### config.mk
export PLATFORM = sky130hd
export DESIGN_NAME = cache_access_arbiter_flat
export DESIGN_NICKNAME = d
export VERILOG_FILES = /design/src/rtl/cache_access_arbiter_if.sv /design/src/rtl/cache_access_arbiter.sv /design/src/flat_wrapper.sv
export SDC_FILE = /design/constraint.sdc
export NUM_CORES = 1
export LEC_CHECK = 0
export ABC_AREA = 1
export BUFFER_PORTS_ARGS = -buffer_cell sky130_fd_sc_hd__buf_2
export CAP_MARGIN = 15
export CORE_AREA = 2 2 334 336
export DETAILED_ROUTE_END_ITERATION = 10
export DIE_AREA = 0 0 336 338
export SYNTH_ARGS = -nofsm -noshare
export SYNTH_HDL_FRONTEND = slang
export SYNTH_SLANG_ARGS = --single-unit
### constraint.sdc
create_clock -name clk -period 2 [get_ports clk]
set_input_delay 0.2 -clock clk [delete_from_list [all_inputs] [get_ports clk]]
set_output_delay 0.2 -clock clk [all_outputs]
set_load 0.05 [all_outputs]
### src/rtl/cache_access_arbiter_if.sv
// rtl/cache_access_arbiter_if.sv - Requester, cache and memory signal bundle for cache_access_arbiter.
// master is the arbiter's view; slave is the view of the core/cache/memory around it.
interface cache_access_arbiter_if #(
  parameter int ADDR_W     = 32,
  parameter int DATA_W     = 32,
  parameter int LINE_BYTES = 16
);
  localparam int LW = LINE_BYTES * 8;

  logic              p0_req;
  logic              p0_we;
  logic [ADDR_W-1:0] p0_addr;
  logic [DATA_W-1:0] p0_wdata;
  logic [1:0]        p0_size;
  logic              p0_ack;
  logic [DATA_W-1:0] p0_rdata;
  logic              p0_err;

  logic              p1_req;
  logic [ADDR_W-1:0] p1_addr;
  logic              p1_ack;
  logic [DATA_W-1:0] p1_rdata;
  logic              p1_err;

  logic [ADDR_W-1:0] c_addr;
  logic [DATA_W-1:0] c_wdata;
  logic [1:0]        c_size;
  logic              c_read;
  logic              c_write;
  logic              c_load;
  logic [LW-1:0]     c_load_data;
  logic              c_save_ready;
  logic              c_status_ready;
  logic              c_hit;
  logic [DATA_W-1:0] c_rdata;
  logic              c_save_data;
  logic [LW-1:0]     c_wb_data;
  logic [ADDR_W-1:0] c_wb_addr;
  logic              c_load_complete;

  logic              mem_req;
  logic              mem_we;
  logic [ADDR_W-1:0] mem_addr;
  logic [LW-1:0]     mem_wdata;
  logic              mem_ready;
  logic [LW-1:0]     mem_rdata;

  modport master (
    input  p0_req, p0_we, p0_addr, p0_wdata, p0_size,
    output p0_ack, p0_rdata, p0_err,
    input  p1_req, p1_addr,
    output p1_ack, p1_rdata, p1_err,
    output c_addr, c_wdata, c_size, c_read, c_write, c_load, c_load_data, c_save_ready,
    input  c_status_ready, c_hit, c_rdata, c_save_data, c_wb_data, c_wb_addr, c_load_complete,
    output mem_req, mem_we, mem_addr, mem_wdata,
    input  mem_ready, mem_rdata
  );

  modport slave (
    output p0_req, p0_we, p0_addr, p0_wdata, p0_size,
    input  p0_ack, p0_rdata, p0_err,
    output p1_req, p1_addr,
    input  p1_ack, p1_rdata, p1_err,
    input  c_addr, c_wdata, c_size, c_read, c_write, c_load, c_load_data, c_save_ready,
    output c_status_ready, c_hit, c_rdata, c_save_data, c_wb_data, c_wb_addr, c_load_complete,
    input  mem_req, mem_we, mem_addr, mem_wdata,
    output mem_ready, mem_rdata
  );
endinterface

### src/rtl/cache_access_arbiter.sv
// rtl/cache_access_arbiter.sv - L1 front-end arbiter and miss sequencer (fill, load, write-back, replay).
// Optional CACHE_ARB_RR_EN selects round-robin arbitration instead of fixed port-0 priority.
module cache_access_arbiter #(
  parameter int ADDR_W     = 32,
  parameter int DATA_W     = 32,
  parameter int LINE_BYTES = 16,
  parameter int OFF_W      = 4
) (
  input  logic clk,
  input  logic rst,
  cache_access_arbiter_if.master bus
);
  localparam int LW = LINE_BYTES * 8;
  localparam logic [ADDR_W-1:0] LINE_MASK = {{(ADDR_W-OFF_W){1'b1}}, {OFF_W{1'b0}}};

  typedef enum logic [2:0] {IDLE, LOOKUP, FILL, LOAD, WB, RESP} state_t;

  state_t state;
  logic   sel;
  logic   we;
  logic   replay;
  logic   gnt_port;
  logic   gnt_any;

  assign gnt_any = bus.p0_req | bus.p1_req;

`ifdef CACHE_ARB_RR_EN
  logic rr_ptr;
  always_comb begin
    gnt_port = !bus.p0_req;
    if (bus.p0_req && bus.p1_req) gnt_port = rr_ptr;
  end
`else
  always_comb begin
    gnt_port = !bus.p0_req;
  end
`endif

  always_ff @(posedge clk or negedge rst) begin
    if (!rst) begin
      state            <= IDLE;
      sel              <= 1'b0;
      we               <= 1'b0;
      replay           <= 1'b0;
`ifdef CACHE_ARB_RR_EN
      rr_ptr           <= 1'b0;
`endif
      bus.p0_ack       <= 1'b0;
      bus.p0_rdata     <= {DATA_W{1'b0}};
      bus.p0_err       <= 1'b0;
      bus.p1_ack       <= 1'b0;
      bus.p1_rdata     <= {DATA_W{1'b0}};
      bus.p1_err       <= 1'b0;
      bus.c_addr       <= {ADDR_W{1'b0}};
      bus.c_wdata      <= {DATA_W{1'b0}};
      bus.c_size       <= 2'd0;
      bus.c_read       <= 1'b0;
      bus.c_write      <= 1'b0;
      bus.c_load       <= 1'b0;
      bus.c_load_data  <= {LW{1'b0}};
      bus.c_save_ready <= 1'b0;
      bus.mem_req      <= 1'b0;
      bus.mem_we       <= 1'b0;
      bus.mem_addr     <= {ADDR_W{1'b0}};
      bus.mem_wdata    <= {LW{1'b0}};
    end else begin
      bus.p0_ack       <= 1'b0;
      bus.p1_ack       <= 1'b0;
      bus.c_save_ready <= 1'b0;
      case (state)
        IDLE: if (gnt_any) begin
          sel         <= gnt_port;
          we          <= !gnt_port && bus.p0_we;
          bus.c_addr  <= gnt_port ? bus.p1_addr : bus.p0_addr;
          bus.c_wdata <= gnt_port ? {DATA_W{1'b0}} : bus.p0_wdata;
          bus.c_size  <= gnt_port ? 2'd0 : bus.p0_size;
          bus.c_read  <= gnt_port || !bus.p0_we;
          bus.c_write <= !gnt_port && bus.p0_we;
`ifdef CACHE_ARB_RR_EN
          rr_ptr      <= !gnt_port;
`endif
          state       <= LOOKUP;
        end
        LOOKUP: if (bus.c_status_ready) begin
          bus.c_read  <= 1'b0;
          bus.c_write <= 1'b0;
          // A miss after the line was just loaded is reported, not retried.
          if (bus.c_hit || replay) begin
            bus.p0_ack   <= !sel;
            bus.p1_ack   <= sel;
            bus.p0_rdata <= (!sel && bus.c_hit) ? bus.c_rdata : {DATA_W{1'b0}};
            bus.p1_rdata <= (sel && bus.c_hit) ? bus.c_rdata : {DATA_W{1'b0}};
            bus.p0_err   <= !sel && !bus.c_hit;
            bus.p1_err   <= sel && !bus.c_hit;
            state        <= RESP;
          end else begin
            bus.mem_req  <= 1'b1;
            bus.mem_we   <= 1'b0;
            bus.mem_addr <= bus.c_addr & LINE_MASK;
            state        <= FILL;
          end
        end
        FILL: if (bus.mem_ready) begin
          bus.mem_req     <= 1'b0;
          bus.c_load_data <= bus.mem_rdata;
          bus.c_load      <= 1'b1;
          state           <= LOAD;
        end
        LOAD: begin
          // c_save_data may still be high in the c_save_ready cycle; it is stale then.
          if (bus.c_save_data && !bus.c_save_ready) begin
            bus.mem_req   <= 1'b1;
            bus.mem_we    <= 1'b1;
            bus.mem_addr  <= bus.c_wb_addr & LINE_MASK;
            bus.mem_wdata <= bus.c_wb_data;
            state         <= WB;
          end else if (bus.c_load_complete) begin
            bus.c_load  <= 1'b0;
            bus.c_read  <= !we;
            bus.c_write <= we;
            replay      <= 1'b1;
            state       <= LOOKUP;
          end
        end
        WB: if (bus.mem_ready) begin
          bus.mem_req      <= 1'b0;
          bus.mem_we       <= 1'b0;
          bus.c_save_ready <= 1'b1;
          state            <= LOAD;
        end
        RESP: begin
          bus.p0_rdata <= {DATA_W{1'b0}};
          bus.p1_rdata <= {DATA_W{1'b0}};
          bus.p0_err   <= 1'b0;
          bus.p1_err   <= 1'b0;
          replay       <= 1'b0;
          state        <= IDLE;
        end
        default: state <= IDLE;
      endcase
    end
  end
endmodule

### src/flat_wrapper.sv
// flat-port wrapper written by rule: the top's interface ports become plain ports
module cache_access_arbiter_flat 
#(
  parameter int ADDR_W     = 32,
  parameter int DATA_W     = 32,
  parameter int LINE_BYTES = 16,
  parameter int OFF_W      = 4
)
  (clk, rst, bus_p0_req, bus_p0_we, bus_p0_addr, bus_p0_wdata, bus_p0_size, bus_p0_ack, bus_p0_rdata, bus_p0_err, bus_p1_req, bus_p1_addr, bus_p1_ack, bus_p1_rdata, bus_p1_err, bus_c_addr, bus_c_wdata, bus_c_size, bus_c_read, bus_c_write, bus_c_load, bus_c_load_data, bus_c_save_ready, bus_c_status_ready, bus_c_hit, bus_c_rdata, bus_c_save_data, bus_c_wb_data, bus_c_wb_addr, bus_c_load_complete, bus_mem_req, bus_mem_we, bus_mem_addr, bus_mem_wdata, bus_mem_ready, bus_mem_rdata);
  cache_access_arbiter_if #(.ADDR_W(ADDR_W), .DATA_W(DATA_W), .LINE_BYTES(LINE_BYTES)) bus_i ();
  input  logic clk;
  input  logic rst;
  input wire logic [$bits(bus_i.p0_req)-1:0] bus_p0_req;
  input wire logic [$bits(bus_i.p0_we)-1:0] bus_p0_we;
  input wire logic [$bits(bus_i.p0_addr)-1:0] bus_p0_addr;
  input wire logic [$bits(bus_i.p0_wdata)-1:0] bus_p0_wdata;
  input wire logic [$bits(bus_i.p0_size)-1:0] bus_p0_size;
  output wire logic [$bits(bus_i.p0_ack)-1:0] bus_p0_ack;
  output wire logic [$bits(bus_i.p0_rdata)-1:0] bus_p0_rdata;
  output wire logic [$bits(bus_i.p0_err)-1:0] bus_p0_err;
  input wire logic [$bits(bus_i.p1_req)-1:0] bus_p1_req;
  input wire logic [$bits(bus_i.p1_addr)-1:0] bus_p1_addr;
  output wire logic [$bits(bus_i.p1_ack)-1:0] bus_p1_ack;
  output wire logic [$bits(bus_i.p1_rdata)-1:0] bus_p1_rdata;
  output wire logic [$bits(bus_i.p1_err)-1:0] bus_p1_err;
  output wire logic [$bits(bus_i.c_addr)-1:0] bus_c_addr;
  output wire logic [$bits(bus_i.c_wdata)-1:0] bus_c_wdata;
  output wire logic [$bits(bus_i.c_size)-1:0] bus_c_size;
  output wire logic [$bits(bus_i.c_read)-1:0] bus_c_read;
  output wire logic [$bits(bus_i.c_write)-1:0] bus_c_write;
  output wire logic [$bits(bus_i.c_load)-1:0] bus_c_load;
  output wire logic [$bits(bus_i.c_load_data)-1:0] bus_c_load_data;
  output wire logic [$bits(bus_i.c_save_ready)-1:0] bus_c_save_ready;
  input wire logic [$bits(bus_i.c_status_ready)-1:0] bus_c_status_ready;
  input wire logic [$bits(bus_i.c_hit)-1:0] bus_c_hit;
  input wire logic [$bits(bus_i.c_rdata)-1:0] bus_c_rdata;
  input wire logic [$bits(bus_i.c_save_data)-1:0] bus_c_save_data;
  input wire logic [$bits(bus_i.c_wb_data)-1:0] bus_c_wb_data;
  input wire logic [$bits(bus_i.c_wb_addr)-1:0] bus_c_wb_addr;
  input wire logic [$bits(bus_i.c_load_complete)-1:0] bus_c_load_complete;
  output wire logic [$bits(bus_i.mem_req)-1:0] bus_mem_req;
  output wire logic [$bits(bus_i.mem_we)-1:0] bus_mem_we;
  output wire logic [$bits(bus_i.mem_addr)-1:0] bus_mem_addr;
  output wire logic [$bits(bus_i.mem_wdata)-1:0] bus_mem_wdata;
  input wire logic [$bits(bus_i.mem_ready)-1:0] bus_mem_ready;
  input wire logic [$bits(bus_i.mem_rdata)-1:0] bus_mem_rdata;
  assign bus_i.p0_req = bus_p0_req;
  assign bus_i.p0_we = bus_p0_we;
  assign bus_i.p0_addr = bus_p0_addr;
  assign bus_i.p0_wdata = bus_p0_wdata;
  assign bus_i.p0_size = bus_p0_size;
  assign bus_p0_ack = bus_i.p0_ack;
  assign bus_p0_rdata = bus_i.p0_rdata;
  assign bus_p0_err = bus_i.p0_err;
  assign bus_i.p1_req = bus_p1_req;
  assign bus_i.p1_addr = bus_p1_addr;
  assign bus_p1_ack = bus_i.p1_ack;
  assign bus_p1_rdata = bus_i.p1_rdata;
  assign bus_p1_err = bus_i.p1_err;
  assign bus_c_addr = bus_i.c_addr;
  assign bus_c_wdata = bus_i.c_wdata;
  assign bus_c_size = bus_i.c_size;
  assign bus_c_read = bus_i.c_read;
  assign bus_c_write = bus_i.c_write;
  assign bus_c_load = bus_i.c_load;
  assign bus_c_load_data = bus_i.c_load_data;
  assign bus_c_save_ready = bus_i.c_save_ready;
  assign bus_i.c_status_ready = bus_c_status_ready;
  assign bus_i.c_hit = bus_c_hit;
  assign bus_i.c_rdata = bus_c_rdata;
  assign bus_i.c_save_data = bus_c_save_data;
  assign bus_i.c_wb_data = bus_c_wb_data;
  assign bus_i.c_wb_addr = bus_c_wb_addr;
  assign bus_i.c_load_complete = bus_c_load_complete;
  assign bus_mem_req = bus_i.mem_req;
  assign bus_mem_we = bus_i.mem_we;
  assign bus_mem_addr = bus_i.mem_addr;
  assign bus_mem_wdata = bus_i.mem_wdata;
  assign bus_i.mem_ready = bus_mem_ready;
  assign bus_i.mem_rdata = bus_mem_rdata;
  cache_access_arbiter #(.ADDR_W(ADDR_W), .DATA_W(DATA_W), .LINE_BYTES(LINE_BYTES), .OFF_W(OFF_W)) u_core (.clk(clk), .rst(rst), .bus(bus_i));
endmodule
# == Yosys cells after proc, flatten, opt, wreduce, memory -nomap -nowiden ==
# Index checks and enable logic that the tools add are counted.
# W data, S select, Z words.
# op_classes
mux,60
n_eq_ne,16
n_reduce_logical,34
n_bitwise,1
# ops
cell,count
$mux W32,11
$pmux W32 S2,3
$mux W1,30
$mux W3,6
$reduce_and A5 Y1,3
$ne A2 B2 Y1 const B,6
$pmux W1 S3,4
$pmux W3 S4,1
$reduce_and A4 Y1,3
$reduce_bool A3 Y1,3
$ne A2 B1 Y1 const B,4
$pmux W1 S2,4
$reduce_bool A2 Y1,4
$eq A3 B2 Y1 const B,2
$eq A3 B3 Y1 const B,2
$logic_and A1 B1 Y1,6
$logic_not A1 Y1,6
$reduce_and A2 Y1,3
$reduce_and A3 Y1,2
$eq A3 B1 Y1 const B,1
$logic_not A3 Y1,1
$ne A3 B2 Y1 const B,1
$logic_or A1 B1 Y1,2
$mux W2,1
other kinds (2),2
# totals
wordCells,133
out_inout_bits,428
ff_bits,434
in_bits,428

# == Longest topological paths before layout ==
# depth
depth_word,6
mapped_depth,10
mapped_depth_nobuf,9

# == Worst setup path before layout ==
# OpenSTA, ideal clock, no wires.
# synth_timing
path_type,reg-to-reg
from,register u_core.bus.c_save_ready
to,register u_core.bus.mem_wdata[0]
setup_ns,0.125
synth_period_minus_slack_ns,1.679
arrival_time_ns,1.554
stages_incl_launch_ff,8
path_buffers,2
path_slack_ns,0.321
required_ns,1.875
cell_sequence,dfrtp_1 > inv_1 > nand2_1 > inv_1 > nand2_2 > buf_6 > buf_6 > mux2_4
# synth_between
elab_chain_cells,3
# synth_rtl
element,line_no,rtl
"start, declared",cache_access_arbiter_if.sv:53,"output c_addr, c_wdata, c_size, c_read, c_write, c_load, c_load_data, c_save_ready,"
"start signal, assigned",cache_access_arbiter.sv:61,bus.c_save_ready <= 1'b0;
"start signal, assigned",cache_access_arbiter.sv:69,bus.c_save_ready <= 1'b0;
"start signal, assigned",cache_access_arbiter.sv:128,bus.c_save_ready <= 1'b1;
$logic_not A1 Y1,cache_access_arbiter.sv:111,if (bus.c_save_data && !bus.c_save_ready) begin
$logic_and A1 B1 Y1,cache_access_arbiter.sv:111,
$reduce_and A2 Y1 (no line),n/a,
"end signal, assigned",cache_access_arbiter.sv:65,bus.mem_wdata <= {LW{1'b0}};
"end signal, assigned",cache_access_arbiter.sv:115,bus.mem_wdata <= bus.c_wb_data;
"end, declared",cache_access_arbiter_if.sv:55,"output mem_req, mem_we, mem_addr, mem_wdata,"
# No other way between the ends.
# A chain may end at the register's enable or synchronous reset.

# == Final worst setup path ==
# layout_timing
from,register u_core.state[0]
to,register u_core.bus.mem_wdata[11]
# layout_between
elab_chain_cells,2
# layout_rtl
element,line_no,rtl
"start, declared",cache_access_arbiter.sv:18,state_t state;
"start signal, assigned",cache_access_arbiter.sv:41,state <= IDLE;
"start signal, assigned",cache_access_arbiter.sv:82,state <= LOOKUP;
"start signal, assigned",cache_access_arbiter.sv:95,state <= RESP;
$eq A3 B2 Y1,cache_access_arbiter.sv:70,case (state)
$reduce_and A2 Y1 (no line),n/a,
# No other way between the ends.

==> summary.txt <==
Place
  • Port Buffers: 847
  • GPL Wtd Cong: 0.932
  • Placed cell area: 24100 um2
  • DP HPWL: 56100 um
  • Placed insts: 4076

Final layout
  • Filler instances: 11600
  • FF/Latch Area: 10800 um2
  • Share of cells above drive strength 1: a little over a third
  • Leading cell type in the layout, fill and taps excluded: buf_2
  • Layout Cell Area excl Fill: 29700 um2
  • Layout net count: 3470
  • Most frequent cells in the layout: buf_2, nand2_1, dfrtp_1
  • Area of the multi-input gates: roughly 6200 um2
  • Post-route insts no fill: around 4600
  • Layout area overhead: 67.4%

Routing
  • DR vias: ~18000
  • Final antenna-violating net count: 0
  • DRC errors left: 0
  • Routed len/inst: roughly 17 um
  • DRT Pass-1 Iters: 7
  • Total wire length: between 70000 and 80000 um
  • Vias per inst: 3.87
  • Drt first-iter violations: 928

Critical path
  • Crit. End Element: flop
  • CP max-delay cell: dfrtp_1
  • Crit path DAT: 2.36 ns
  • CP max stage delay: 0.48 ns
  • CP Max Fanout: 18
  • Setup CP Type: reg -> reg
  • Startpoint types: flop
  • Buf/Inv on CP: 1
  • Worst R2R Start: u_core.state[0]
  • R2R depth: 5
  • RR Endpoint: u_core.bus.mem_wdata[11]
  • Register-to-register setup slack: roughly 0.10 ns
  • Worst endpoint required time: 2.46 ns
  • CP delay by family, top: simple AND/OR/NAND/NOR gates
  • Crit-path cells: nand2_1 > nor2_4 > nand2_8 > buf_4 > mux2_4

Worst hold path
  • HP Class: in -> reg
  • Hold path cells: 5
  • Worst Hold Launch: bus_c_wb_addr[31]
  • Hold EP: u_core.bus.mem_addr[31]

Timing
  • RSZ-0062 raised after global routing: false
  • Setup-failing EPs final: 0
  • Sum Neg Setup Slack: 0 ns
  • Max_slew headroom: ~45%
  • Final Cycle Share: 94.9%
  • Final hold violations: 0
  • Slew Viols, Final: 0
  • Fmax: between 0.5 and 0.6 GHz
  • Min Clock Period, post-route: approximately 1.9 ns
  • Worst-margin pin slew: 0.823 ns
  • Clock skew: 0.0149 ns

Power and ir drop
  • Peak supply drop: 0.00121 V
  • Pwr/cell area: between 1500 and 2000 nW/um2
  • Leakage power: 15.7 nW

Global routing
  • Aggregate global routing overflow: 0
  • Largest net degree at the start of global routing: between 60 and 70
  • Met1 Track Usage GR: 15.2%
  • Most crowded layer after global routing: met2
  • GR Util All Layers: 12.9%
  • Met2 usage: 21.1%
  • Initial antenna violation count: 16
  • First-pass GRT wire length: 111000 um
  • Met3 usage: 4.28%
  • Vias in the first global route: 18200

Clocking
  • Htree depth: 2
  • Post-CTS setup buffer count: 0
  • Worst-case clock buffer depth: 3
  • Inserted Clock Buffers: 48
  • CTS root buf: clkbuf_16
  • Clock Latency Late Sink: between 0.5 and 0.6 ns
  • CTS tree: yes
  • Clock transition at path regs: 0.06 ns
  • Clock Sinks: 430

Outcome
  • Run status: completed

Die
  • Die width: 336 um
  • Initial core utilization: 16.1%
  • Vert. Die Dim: 338 um
  • Num ports: 856
  • Die area: 114000 um2
  • Num rows: 122
  • Core area: 110000 um2

Synth
  • Post-Syn Area per Cell: 9.91 um2
  • Sequential area share after synthesis: approximately three fifths
  • Yosys cell types: 26
  • Post-synthesis cell count: roughly 1800
  • Synth warnings: 0
  • Post-Synthesis Cell Area: 17700 um2
  • FF+latch count, synth: 430

Flow run
  • MaxCap Viol Count: 0
==> flip-flops by register name, indices dropped and copies added (netlist names) <==
name                     count
u_core.bus.c_size            2
u_core.bus.p1_ack            1
u_core.bus.p0_err            1
u_core.bus.p0_ack            1
u_core.state                 3
u_core.bus.c_addr           32
u_core.bus.p1_rdata         32
u_core.sel                   1
u_core.bus.mem_wdata       128
u_core.bus.c_wdata          32
u_core.we                    1
u_core.bus.c_read            1
u_core.bus.c_write           1
u_core.bus.p1_err            1
u_core.bus.c_load_data     128
u_core.bus.mem_addr         28
u_core.bus.mem_we            1
u_core.bus.c_save_ready      1
u_core.replay                1
u_core.bus.p0_rdata         32
u_core.bus.mem_req           1
u_core.bus.c_load            1
==> routing by layer <==
layer  wire [um]  part of all wire (%)
met3        6890                   8.8
met4        3310                   4.2
met5          13                 0.017
met1       31000                    40
met2       37100                    47
==> cell usage after synthesis (all sizes together) <==
master	count	area (um2)
a21boi	1	7.51
a21oi	1	5.00
buf	61	390
clkbuf	52	195
clkinv	1	3.75
conb	1	3.75
dfrtp	430	10800
inv	53	199
mux2	128	1770
nand2	795	2990
nand3	81	410
nand4	33	206
nor2	9	56.3
nor3	2	10.0
o211ai	1	7.51
o21ai	137	686
o31ai	1	7.51
==> worst max-delay path by stage <==
stage	start	to	slack, ns	cells after the start
5_1_grt	u_core.state[1]	u_core.bus.c_addr[2]	0.008	7
2_1_floorplan	u_core.bus.c_save_ready	u_core.bus.mem_wdata[0]	0.32	7
3_5_place_dp	u_core.state[0]	u_core.bus.mem_addr[27]	-0.03	9
4_1_cts	u_core.state[2]	u_core.bus.c_load_data[70]	0.07	8
6_report	u_core.state[0]	u_core.bus.mem_wdata[11]	0.10	5
3_3_place_gp	u_core.state[0]	u_core.bus.mem_addr[31]	0.009	9
==> cells by family after synthesis <==
kind of cell	share of synthesized area [%]
simple gates	20.7
flops	60.8
buf+inv	4.45
compound gates	4.03
mux	10.0
other cells	0.0212
==> worst reg2reg max path, stage by stage, from the launching register on <==
cell	delay [ns]
dfrtp_1	0.48
nand2_1	0.14
nor2_4	0.26
nand2_8	0.26
buf_4	0.32
mux2_4	0.32
==> where the power goes <==
part | leakage [nW] | internal, mW | switching [mW] | total, mW
combinational | 9.54 | 7.32 | 21.3 | 28.6
sequential | 5.42 | 12.6 | 2.47 | 15.1
clock | 0.748 | 5.00 | 3.75 | 8.75
total | 15.7 | 25.0 | 27.5 | 52.5
==> per-stage QoR <==
| step | power, mW | hold slack (ns) | setup slack, ns | util (%) |
|---|---|---|---|---|
| floorplan | 34.8 | -0.0956 | 0.321 | - |
| global placement | 42.7 | 0.183 | 0.00886 | 21.9 |
| detailed placement | 42.9 | 0.184 | -0.0270 | 21.9 |
| CTS | 52.6 | 0.00845 | 0.0749 | 26.9 |
| global route | 55.0 | 0.0725 | 0.00769 | 26.9 |
| finish | 52.5 | 0.0844 | 0.102 | 26.9 |
==> final cells by class <==
type                    instances  share of cell area, %
clock inverters                17                  0.485
multi-input cells            1193                   20.9
flip-flops and latches        430                   36.3
repair buffers               1315                   30.6
diodes                         10                 0.0844
well taps                    1488                   6.28
clock buffers                  68                   4.61
inverters                      54                  0.713
==> repair_timing <==
| item | CTS | global route |
|---|---|---|
| gates resized for setup | 1 | 2 |
| endpoints found under the setup margin | 28 | 66 |
| pin swaps | 0 | 0 |
| hold endpoints to repair | 674 | 0 |
| hold buffers | 404 | 0 |
(Power assumes the default switching activity.)
